## src/rtl/rtc_bus_arbiter.sv

```systemverilog
// Shares the single RTC parallel bus between the init, write and read engines.
// Priority is init > write > read. The read is launched by an internal period timer.
module rtc_bus_arbiter #(
   parameter int INIT_LEN    = 128,
   parameter int WRITE_LEN   = 352,
   parameter int READ_LEN    = 352,
   parameter int GAP         = 4,
   parameter int READ_PERIOD = 100000,
   parameter int CW          = 20
) (
   input  logic clk,
   input  logic reset,
   input  logic req_escribir,
   input  logic ini_a_d,
   input  logic ini_cs,
   input  logic ini_rd,
   input  logic ini_wr,
   input  logic esc_a_d,
   input  logic esc_cs,
   input  logic esc_rd,
   input  logic esc_wr,
   input  logic leer_a_d,
   input  logic leer_cs,
   input  logic leer_rd,
   input  logic leer_wr,
   output logic do_it_init,
   output logic do_it_escribir,
   output logic do_it_leer,
   output logic a_d,
   output logic cs,
   output logic rd,
   output logic wr,
   output logic init_done,
   output logic escribir_ack,
   output logic lectura_lista,
   output logic read_overrun,
   output logic busy
);

   // state   | meaning
   // S_INIT  | init engine owns the bus for INIT_LEN cycles
   // S_WRITE | write engine owns the bus for WRITE_LEN cycles
   // S_READ  | read engine owns the bus for READ_LEN cycles
   // S_GAP   | bus released for GAP cycles after any operation
   // S_IDLE  | bus released, waiting for a pending write or read
   typedef enum logic [2:0] {S_INIT, S_WRITE, S_READ, S_GAP, S_IDLE} state_t;

   localparam logic [CW-1:0] INIT_LAST   = CW'(INIT_LEN - 1);
   localparam logic [CW-1:0] WRITE_LAST  = CW'(WRITE_LEN - 1);
   localparam logic [CW-1:0] READ_LAST   = CW'(READ_LEN - 1);
   localparam logic [CW-1:0] GAP_LAST    = CW'(GAP - 1);
   localparam logic [CW-1:0] PERIOD_LAST = CW'(READ_PERIOD - 1);

   state_t        state;
   logic [CW-1:0] op_cnt;
   logic [CW-1:0] period_cnt;
   logic          write_pend;
   logic          read_pend;
   logic          op_last;
   logic          grant_write;
   logic          grant_read;
   logic          init_finish;
   logic          period_wrap;

   always_comb begin
      op_last = 1'b0;
      case (state)
         S_INIT:  op_last = (op_cnt == INIT_LAST);
         S_WRITE: op_last = (op_cnt == WRITE_LAST);
         S_READ:  op_last = (op_cnt == READ_LAST);
         S_GAP:   op_last = (op_cnt == GAP_LAST);
         default: op_last = 1'b0;
      endcase
   end

   assign grant_write = (state == S_IDLE) && write_pend;
   assign grant_read  = (state == S_IDLE) && !write_pend && read_pend;
   assign init_finish = (state == S_INIT) && op_last;
   assign period_wrap = init_done && (period_cnt == PERIOD_LAST);

   always_ff @(posedge clk or posedge reset) begin
      if (reset) begin
         state         <= S_INIT;
         op_cnt        <= '0;
         period_cnt    <= '0;
         write_pend    <= 1'b0;
         read_pend     <= 1'b0;
         init_done     <= 1'b0;
         escribir_ack  <= 1'b0;
         lectura_lista <= 1'b0;
         read_overrun  <= 1'b0;
      end else begin
         escribir_ack  <= 1'b0;
         lectura_lista <= 1'b0;
         // A new request or tick in the same cycle as the grant keeps the flag set.
         write_pend <= req_escribir | (write_pend & ~grant_write);
         read_pend  <= (read_pend & ~grant_read) | period_wrap | init_finish;
         if (period_wrap && read_pend)
            read_overrun <= 1'b1;
         if (init_done)
            period_cnt <= period_wrap ? '0 : period_cnt + CW'(1);
         op_cnt <= op_cnt + CW'(1);
         case (state)
            S_INIT, S_WRITE, S_READ: begin
               if (op_last) begin
                  state  <= S_GAP;
                  op_cnt <= '0;
                  if (state == S_INIT)  init_done     <= 1'b1;
                  if (state == S_WRITE) escribir_ack  <= 1'b1;
                  if (state == S_READ)  lectura_lista <= 1'b1;
               end
            end
            S_GAP: begin
               if (op_last) begin
                  state  <= S_IDLE;
                  op_cnt <= '0;
               end
            end
            S_IDLE: begin
               op_cnt <= '0;
               if (grant_write)
                  state <= S_WRITE;
               else if (grant_read)
                  state <= S_READ;
            end
            default: begin
               state  <= S_IDLE;
               op_cnt <= '0;
            end
         endcase
      end
   end

   // Reset gates the decode so the bus is released and no engine runs while held in S_INIT.
   always_comb begin
      do_it_init     = 1'b0;
      do_it_escribir = 1'b0;
      do_it_leer     = 1'b0;
      {a_d, cs, rd, wr} = 4'b1111;
      if (!reset) begin
         case (state)
            S_INIT: begin
               do_it_init = 1'b1;
               {a_d, cs, rd, wr} = {ini_a_d, ini_cs, ini_rd, ini_wr};
            end
            S_WRITE: begin
               do_it_escribir = 1'b1;
               {a_d, cs, rd, wr} = {esc_a_d, esc_cs, esc_rd, esc_wr};
            end
            S_READ: begin
               do_it_leer = 1'b1;
               {a_d, cs, rd, wr} = {leer_a_d, leer_cs, leer_rd, leer_wr};
            end
            default: {a_d, cs, rd, wr} = 4'b1111;
         endcase
      end
      busy = !reset && ((state != S_IDLE) || write_pend || read_pend);
   end

endmodule

```

## config.mk

```make
export PLATFORM = sky130hd
export DESIGN_NAME = rtc_bus_arbiter
export DESIGN_NICKNAME = d
export VERILOG_FILES = /design/src/rtl/rtc_bus_arbiter.sv
export SDC_FILE = /design/constraint.sdc
export NUM_CORES = 1
export LEC_CHECK = 0
export BUFFER_PORTS_ARGS = -buffer_cell sky130_fd_sc_hd__buf_2
export CAP_MARGIN = 20
export CORE_UTILIZATION = 55
export CTS_BUF_LIST = sky130_fd_sc_hd__clkbuf_4 sky130_fd_sc_hd__clkbuf_8
export DETAILED_ROUTE_END_ITERATION = 10
export GPL_TIMING_DRIVEN = 0
export PLACE_DENSITY = 0.71
export SKIP_LAST_GASP = 1
export SYNTH_ARGS = -nofsm -noshare
export SYNTH_HDL_FRONTEND = slang
export SYNTH_SLANG_ARGS = --single-unit
```

## constraint.sdc

```tcl
create_clock -name clk -period 5.5 [get_ports clk]
set_input_delay 0.275 -clock clk [delete_from_list [all_inputs] [get_ports clk]]
set_output_delay 0.275 -clock clk [all_outputs]
set_load 0.01 [all_outputs]
```

Word level (Yosys, flattened, before mapping)
Cells that the tools add are included.
- bits in registers: 49
- bits of input ports: 15
- output and inout port bits: 12
- logic and storage cells: 74
- add/subtract/negate cells: 2
- eq/ne operators: 12
- multiplexer cells: 27
- bitwise gates (word level): 7
- reduce and logical (&&, ||, !) cells: 17
- operator list (kind ; number):
    2-to-1 mux 20 bit ; 3
    adder 20 x 1 -> 20 bit, second input constant ; 2
    == test 20 x 17 -> 1 bit, second input constant ; 1
    == test 20 x 2 -> 1 bit, second input constant ; 1
    == test 20 x 7 -> 1 bit, second input constant ; 1
    == test 20 x 9 -> 1 bit, second input constant ; 1
    one-hot mux 1 bit (3 select lines) ; 5
    2-to-1 mux 1 bit ; 14
    2-to-1 mux 3 bit ; 4
    one-hot mux 3 bit (3 select lines) ; 1
    logical AND 1 bit ; 7
    == test 3 x 2 -> 1 bit, second input constant ; 2
    inequality test 3 bit, second input constant ; 2
    AND reduction 3 bit ; 2
    inequality test 2 bit, second input constant ; 2
    OR reduction 4 bit ; 1
    == test 3 x 1 -> 1 bit, second input constant ; 1
    == test 3 bit, second input constant ; 1
    logical NOT 3 bit ; 1
    bitwise OR 1 bit ; 3
    OR reduction 3 bit ; 1
    AND 1 bit ; 2
    logical NOT 1 bit ; 2
    logical OR 1 bit ; 2
    2 further kinds ; 3

Logic depth before layout (Yosys ltp)
Gate-level depths: netlist of run 1.
- word-level depth: 7
- gate-level depth with buffers: 6
- gate-level depth less buffers: 5

Worst setup path after synthesis of run 1
OpenSTA, ideal clock, no wires.
- path type: register -> register
- start: reg op_cnt[2]
- end: reg op_cnt[19]
- setup time: 0.077 ns
- arrival: 1.735 ns
- data required time: 5.423 ns
- setup slack: 3.688 ns
- cell stages (with the launch flop): 7
- buffers on the path: 2
- period minus slack after synthesis: 1.812 ns
- cells stage by stage: dfrtp_1 -> buf_2 -> nand3_2 -> or4_1 -> buf_2 -> or4_1 -> a21oi_1
- word-level cells in the longest chain between the ends: 4
- elaborated cells between the ends (all ways): 7
- classes of those cells: add/sub: 1; eq/ne: 3; mux: 3
- ends and longest elaborated chain (item ; line ; RTL):
    from (decl) ; 55 ; logic [CW-1:0] op_cnt;
    from (signal assigned) ; 102 ; op_cnt <= op_cnt + CW'(1);
    branches (longest 2 deep; another with adder 20 x 1 -> 20 bit) ; - ;
    2-to-1 mux 20 bit (*) ; 105, 114 ;
    2-to-1 mux 20 bit (*) ; - ;
Mark *: on every way between the ends.
A chain may end at the register's enable or synchronous reset.

Worst setup path in the final report of run 1
- start: reg state[0]
- end: out rd
- word-level cells in the longest chain between the ends: 3
- elaborated cells between the ends (all ways): 5
- classes of those cells: eq/ne: 2; mux: 2; reduce/logical: 1
- ends and longest elaborated chain (item ; line ; RTL):
    from (decl) ; 54 ; state_t state;
    from (signal assigned) ; 83 ; state <= S_INIT;
    from (signal assigned) ; 106 ; state <= S_GAP;
    from (signal assigned) ; 115 ; state <= S_IDLE;
    == test 3 x 2 -> 1 bit (tied with other cells) ; 141 ; case (state)
    one-hot mux 1 bit (3 select lines) (*) ; 141 ;
    2-to-1 mux 1 bit (*) ; 140 ; if (!reset) begin
    to (decl) ; 31 ; output logic rd,
Mark *: on every way between the ends. The rest lies on a longest branch, timed or not.

==> results.sh, run 1 <==
export IMPL_status="finished, final reports clean"
export IMPL_fin_skew_ns=0.007044
export IMPL_ys_types=43
export IMPL_synth_area_top_cells="dfrtp_1 (47%), xnor2_1 (7.7%), nor2_1 (4.5%), nor4_1 (3.1%), xor2_1 (3.0%)"
export IMPL_rsz0062_at_grt="no"
export IMPL_synth_flop_cell="dfrtp_1"
export IMPL_grt_max_degree=30
export IMPL_busiest_layer="met2"
export IMPL_power_density_mw_per_mm2=213.7
export IMPL_rr_startpoint="period_cnt[17]"
export IMPL_root_buffer="clkbuf_8"
export IMPL_grt_use_met1_pct=26.01
export IMPL_row_count=24
export IMPL_wl_per_cell_um=13.57
export IMPL_avgSynthCellArea_um2=9.521
export IMPL_placed_cell_area_mm2=0.002824
export IMPL_cts_setup_buffers=0
export IMPL_cts_buffers=5
export IMPL_clockBufferDepth=2
export IMPL_drt_first_pass_iters=4
export IMPL_cts_sinks=49
export IMPL_grt_pass1_wl_um=8307
export IMPL_drt_wl_total_um=4886
export IMPL_clock_latency_ns=0.29
export IMPL_path_class="reg -> out"
export IMPL_syn2layout_area_growth_pct=12.23
export IMPL_crit_path_start="state[0]"
export IMPL_hpwl_um=3657
export IMPL_setup_viol=0
export IMPL_synth_seq_cells=49
export IMPL_slew_headroom_pct=47.96
export IMPL_max_freq_mhz=440.4
export IMPL_dp_cells=353
export IMPL_overflow=0
export IMPL_seq_area_frac_synth_pct=47.00
export IMPL_ctsHoldBuffers=0
export IMPL_io_buffers=26
export IMPL_use_met3_pct=3.134
export IMPL_h_tree_depth=2
export IMPL_yosysWarningCount=0
export IMPL_antenna_left=0
export IMPL_via_count=2066
export IMPL_use_met2_pct=36.97
export IMPL_synth_edf_count=0
export IMPL_drive_gt1_share_pct=15.58
export IMPL_vias_per_cell=5.739
export IMPL_cts_resized=0
export IMPL_fin_area_mm2=0.002928
export IMPL_pin_count=27
export IMPL_dieArea_mm2=0.005023
export IMPL_worst_hold_path_type="in -> async"
export IMPL_cts_tree="built"
export IMPL_core_mm2=0.004444
export IMPL_antenna_cells_inserted=0
export IMPL_drcViolationCount=0
export IMPL_clkTransAtPathRegs_ns=0.08
export IMPL_syn_inst=274
export IMPL_cp_start_kind="flop"
export IMPL_hold_viol=0
export IMPL_fp_dieW_um=70.87
export IMPL_required_ns=5.22
export IMPL_drtIter0Drc=47
export IMPL_synth_area_mm2=0.002609
export IMPL_cp_max_fo=10
export IMPL_post_route_period_util_pct=41.28
export IMPL_synth_async_reset_ratio_pct=100.0
export IMPL_worstSetupEndpointType="primary output"
export IMPL_grt_use_total_pct=20.88
export IMPL_antenna_found_initial=0
export IMPL_maxCapViolCount=0
export IMPL_place_gp_congestion=0.8058
export IMPL_fin_cells=360
export IMPL_start_util_pct=58.70
export IMPL_fin_crit_ns=2.271
export IMPL_p_leak_nw=1.359
export IMPL_syn_nets=291
export IMPL_worst_pin_slew_ns=0.7741
export IMPL_drv_slew=0
export IMPL_synth_top_cell_by_area="dfrtp_1"
export IMPL_worstPathArrival_ns=2.00
export IMPL_grt_pass1_vias=1942
export IMPL_synth_top_cell_area_share_pct=47.00
export IMPL_finalNetCount=325
export IMPL_ir_worst_vdd_v=0.00009352
export IMPL_dieHeight_um=70.87
export IMPL_fin_setup_tns_ns=0
-- metrics by stage --
step	power, mW	hold WS (ns)	worst slack [ns]	utilization (%)
2_1_floorplan	0.3772	0.3673	3.688	-
3_3_place_gp	0.3863	0.4339	3.387	63.09
3_5_place_dp	0.3883	0.3661	3.508	63.54
4_1_cts	0.6308	0.04340	3.208	65.88
5_1_grt	0.6449	0.06499	3.045	65.88
6_report	0.6257	0.03062	3.229	65.88
-- layer usage --
layer | part of all wire [%] | up-vias
met2 | 49 | 30
met3 | 2.2 | 11
met4 | 1.9 | 0
met1 | 47 | 980
met5 | 0 | -
li1 | - | 1045
-- worst max-delay path: stages (launching register included) --
cell,delay (ns)
dfrtp_1,0.34
clkbuf_1,0.28
clkbuf_1,0.36
mux2_2,0.39
o22ai_1,0.13
nand2_1,0.07
buf_2,0.14
-- final timing paths --
path	endpoint	slack, ns	depth (start not counted)
worst max-delay path	rd	3.23	6
worst min register to register	read_overrun	0.46	1
worst min-delay path	state[2]	0.03	2
max in group asynchronous	period_cnt[3]	4.97	3
min in group clk	write_pend	0.16	2
worst max register to register	period_cnt[9]	3.50	4
-- where the power goes --
part	switching (mW)	leakage, nW	internal (mW)
sequential	0.0000000000000000257	0.665	0.360
clock	0.113	0.0540	0.132
combinational	0.0119	0.639	0.00858
-- Yosys cell counts (2+ instances only) --
cell type  count
dfrtp_1       49
nor2_1        31
xnor2_1       23
nand2_1       17
nand3_1       15
nor4_1        13
a21oi_1        9
xor2_1         9
clkbuf_1       8
inv_1          8
nand4_1        8
or3_1          7
and3_1         6
o21ai_0        6
nor3_1         5
o22ai_1        5
or4_1          5
buf_2          4
mux2_2         4
nand2b_1       4
nor2b_1        4
and4_1         3
mux2i_1        3
a21o_1         2
a41o_1         2
and2_1         2
ha_1           2
nand3_2        2
nor4b_1        2
o21ai_1        2
o31ai_1        2
-- registers in the layout (all words and copies together) (netlist names) --
signal and cells:
write_pend 1, read_pend 1, op_cnt 20, read_overrun 1, period_cnt 20, state 3
escribir_ack 1, lectura_lista 1, init_done 1
-- kinds of logic after synthesis --
logic type	synth area share, %
buf+inv	3.358
fa+ha+maj	0.9591
mux	2.878
xor+xnor	10.74
compound gates	8.585
flops	47.00
simple gates	26.48
-- final cells by class --
| class | count | area [um^2] |
|---|---|---|
| clock buffers | 5 | 68.82 |
| repair buffers | 27 | 150.1 |
| multi-input cells | 204 | 1295 |
| plain buffers | 13 | 57.56 |
| fillers | 354 | 1516 |
| flip-flops and latches | 49 | 1226 |
| clock inverters | 2 | 35.03 |
| well taps | 52 | 65.06 |
| inverters | 8 | 30.03 |
-- layout by cell type (no fill, tap or decap), types with 2 or more instances in the layout --
cell type,instances
nor4_1,13
and4_1,3
and2_1,2
buf_2,30
a21o_1,2
nand4_1,8
nor4b_1,2
a21oi_1,9
inv_1,7
o21ai_0,6
ha_1,2
nand2_1,17
xor2_1,9
mux2_2,4
o22ai_1,5
or3_1,7
nand3_2,2
nand2b_1,4
nor3_1,5
a41o_1,2
nand3_1,15
nor2_1,31
o21ai_1,2
or4_1,5
clkbuf_1,8
xnor2_1,23
o31ai_1,2
mux2i_1,3
clkbuf_8,5
and3_1,6
nor2b_1,4
dfrtp_1,49
(Power assumes the default switching activity.)
==> inputs of run 2 (changes only) <==
--- a/config.mk
+++ b/config.mk
@@ -5,6 +5,7 @@
 export SDC_FILE = /design/constraint.sdc
 export NUM_CORES = 1
 export LEC_CHECK = 0
+export ABC_AREA = 1
 export BUFFER_PORTS_ARGS = -buffer_cell sky130_fd_sc_hd__buf_2
 export CAP_MARGIN = 20
 export CORE_UTILIZATION = 55
==> constraint.sdc (replaced) <==
create_clock -name clk -period 2.4 [get_ports clk]
set_input_delay 0.12 -clock clk [delete_from_list [all_inputs] [get_ports clk]]
set_output_delay 0.12 -clock clk [all_outputs]
set_load 0.01 [all_outputs]
==> results.sh, run 2 <==
export IMPL_reg2reg_to="op_cnt[14]"
export IMPL_drive_gt1_share_pct=13.81
export IMPL_crit_cells=8
export IMPL_drv_slew=0
export IMPL_grt_max_degree=41
export IMPL_dieArea_mm2=0.005477
export IMPL_place_gp_congestion=0.9124
export IMPL_dieHeight_um=74.01
export IMPL_ir_worst_vdd_v=0.0003158
export IMPL_syn2layout_area_growth_pct=12.46
export IMPL_avgSynthCellArea_um2=7.445
export IMPL_rr_startpoint="op_cnt[0]"
export IMPL_yosysWarningCount=0
export IMPL_wl_per_cell_um=12.26
export IMPL_synth_seq_cells=49
export IMPL_path_delay_family="simple AND/OR/NAND/NOR gates"
export IMPL_cts_tree="built"
export IMPL_p_leak_nw=1.620
export IMPL_crit_path_start="state[2]"
export IMPL_dp_cells=477
export IMPL_overflow=0
export IMPL_r2r_slack_ns=0.61
export IMPL_synth_top_cell_area_share_pct=43.00
export IMPL_synth_area_top_cells="dfrtp_1 (43%), nand2_1 (9.7%), inv_1 (8.4%), nor2_1 (7.6%), nand3_1 (5.3%)"
export IMPL_crit_slowest_cell="dfrtp_1"
export IMPL_h_tree_depth=2
export IMPL_cts_resized=0
export IMPL_power_density_mw_per_mm2=439.9
export IMPL_slowest_delay_ns=0.35
export IMPL_power_mw=1.411
export IMPL_fin_cells=487
export IMPL_worst_pin_slew_ns=0.5053
export IMPL_layout_commonest_cell="nand2_1"
export IMPL_grt_pass1_vias=2309
export IMPL_path_cells="buf_6 > inv_4 > nand3b_2 > nand2_2 > nor2_1 > inv_1 > nand3_1 > buf_2"
export IMPL_drcViolationCount=0
export IMPL_io_buffers=26
export IMPL_row_count=25
export IMPL_rsz0062_at_grt="no"
export IMPL_clock_latency_ns=0.31
export IMPL_cp_max_fo=8
export IMPL_path_class="reg -> out"
export IMPL_grt_pass1_wl_um=10070
export IMPL_most_common_layout_cells="nand2_1 (74), inv_1 (63), nor2_1 (58), dfrtp_1 (49), nand3_1 (30)"
export IMPL_cts_buffers=5
export IMPL_fin_area_mm2=0.003207
export IMPL_hpwl_um=4426
export IMPL_largestRegisters="op_cnt (20), period_cnt (20), state (3)"
export IMPL_fp_dieW_um=74.01
export IMPL_start_util_pct=58.81
export IMPL_clkTransAtPathRegs_ns=0.09
export IMPL_root_buffer="clkbuf_8"
export IMPL_drt_first_pass_iters=4
export IMPL_grt_use_total_pct=24.36
export IMPL_antenna_cells_inserted=0
export IMPL_synth_async_reset_ratio_pct=100.0
export IMPL_slew_headroom_pct=66.06
export IMPL_syn_nets=400
export IMPL_pin_count=27
export IMPL_yosysMostFrequentCell="nand2_1"
export IMPL_drtIter0Drc=149
export IMPL_synth_edf_count=0
export IMPL_antenna_found_initial=0
export IMPL_clockBufferDepth=2
export IMPL_critPathBufInv=4
export IMPL_placed_cell_area_mm2=0.003085
export IMPL_cts_sinks=49
export IMPL_synth_top_cell_by_area="dfrtp_1"
export IMPL_reg2regPathDepth=7
export IMPL_core_mm2=0.004848
export IMPL_worst_hold_path_type="in -> async"
export IMPL_ys_types=33
export IMPL_post_route_period_util_pct=77.57
export IMPL_worstSetupEndpointType="primary output"
export IMPL_netlist_top_cells_count="nand2_1 (74), inv_1 (64), nor2_1 (58)"
export IMPL_setup_viol=0
export IMPL_maxCapViolCount=0
export IMPL_syn_inst=383
export IMPL_required_ns=2.28
export IMPL_worstPathArrival_ns=1.74
export IMPL_via_count=2526
export IMPL_cp_start_kind="flop"
export IMPL_fin_skew_ns=0.01048
export IMPL_max_freq_mhz=537.2
export IMPL_finalNetCount=436
export IMPL_synth_flop_cell="dfrtp_1"
export IMPL_synth_area_mm2=0.002851
export IMPL_hold_viol=0
export IMPL_fin_setup_tns_ns=0
export IMPL_vias_per_cell=5.187
export IMPL_seq_area_frac_synth_pct=43.00
export IMPL_antenna_left=0
export IMPL_status="finished, final reports clean"
export IMPL_fin_crit_ns=1.862
export IMPL_crit_end="wr"
export IMPL_drt_wl_total_um=5970
export IMPL_fin_hold_ws_ns=0.3475
==> run 2: worst min-delay path: stages <==
cell           delay [ns]
dlygate4sd3_1        0.55
buf_2                0.15
inv_2                0.24
==> run 2: cells by family (layout without fill, tap and decap cells) <==
logic type / after synthesis / after routing / synth area share [%]
buffers and inverters: 71 / 108 / 10.05
AO/OA/AOI/OAI: 27 / 27 / 5.529
adder cells (fa/ha/maj): 2 / 2 / 0.8774
AND/OR/NAND/NOR: 214 / 214 / 34.40
XOR/XNOR: 20 / 20 / 6.143
flip-flops: 49 / 49 / 43.00
==> run 2: worst min path at each step <==
stage,endpoint,slack (ns)
floorplan,write_pend,0.21
global placement,write_pend,0.30
detailed placement,lectura_lista,0.12
CTS,op_cnt[8],0.33
global route,op_cnt[8],0.38
finish,op_cnt[8],0.35
==> run 2: final cells by class <==
cell class / instances / area [um^2]
Inverter: 66 / 250.2
Clock buffer: 7 / 96.34
Tap cell: 67 / 83.83
Buffer: 5 / 36.28
Clock inverter: 1 / 5.005
Sequential cell: 49 / 1226
Multi-Input combinational cell: 263 / 1339
Timing Repair Buffer: 29 / 170.2
Fill cell: 434 / 1642
==> run 2: metal layers <==
metal / GRT usage (%) / up-vias / part of all wire [%]
met5: 0 / - / 0
met3: 4.472 / 12 / 2.3
li1: - / 1293 / -
met4: 10.26 / 0 / 2.4
met2: 42.83 / 36 / 49
met1: 29.31 / 1185 / 46
==> run 2: timing repair <==
item,in CTS,in global routing
hold buffers,2,0
buffers inserted,0,0
endpoints found under the hold margin,11,0
==> run 2: power breakdown <==
| part | switching, mW | internal [mW] | total (mW) |
|---|---|---|---|
| clock | 0.275 | 0.261 | 0.536 |
| sequential | 0.0000000000000000332 | 0.825 | 0.825 |
| combinational | 0.0291 | 0.0206 | 0.0497 |
| total | 0.304 | 1.11 | 1.41 |
==> run 2: through the flow <==
step / setup WS, ns / utilization [%]
floorplan: 0.7633 / -
global placement: 0.1546 / 63.23
detailed placement: 0.6234 / 63.64
CTS: 0.5381 / 66.14
global route: 0.3905 / 66.14
finish: 0.5384 / 66.14
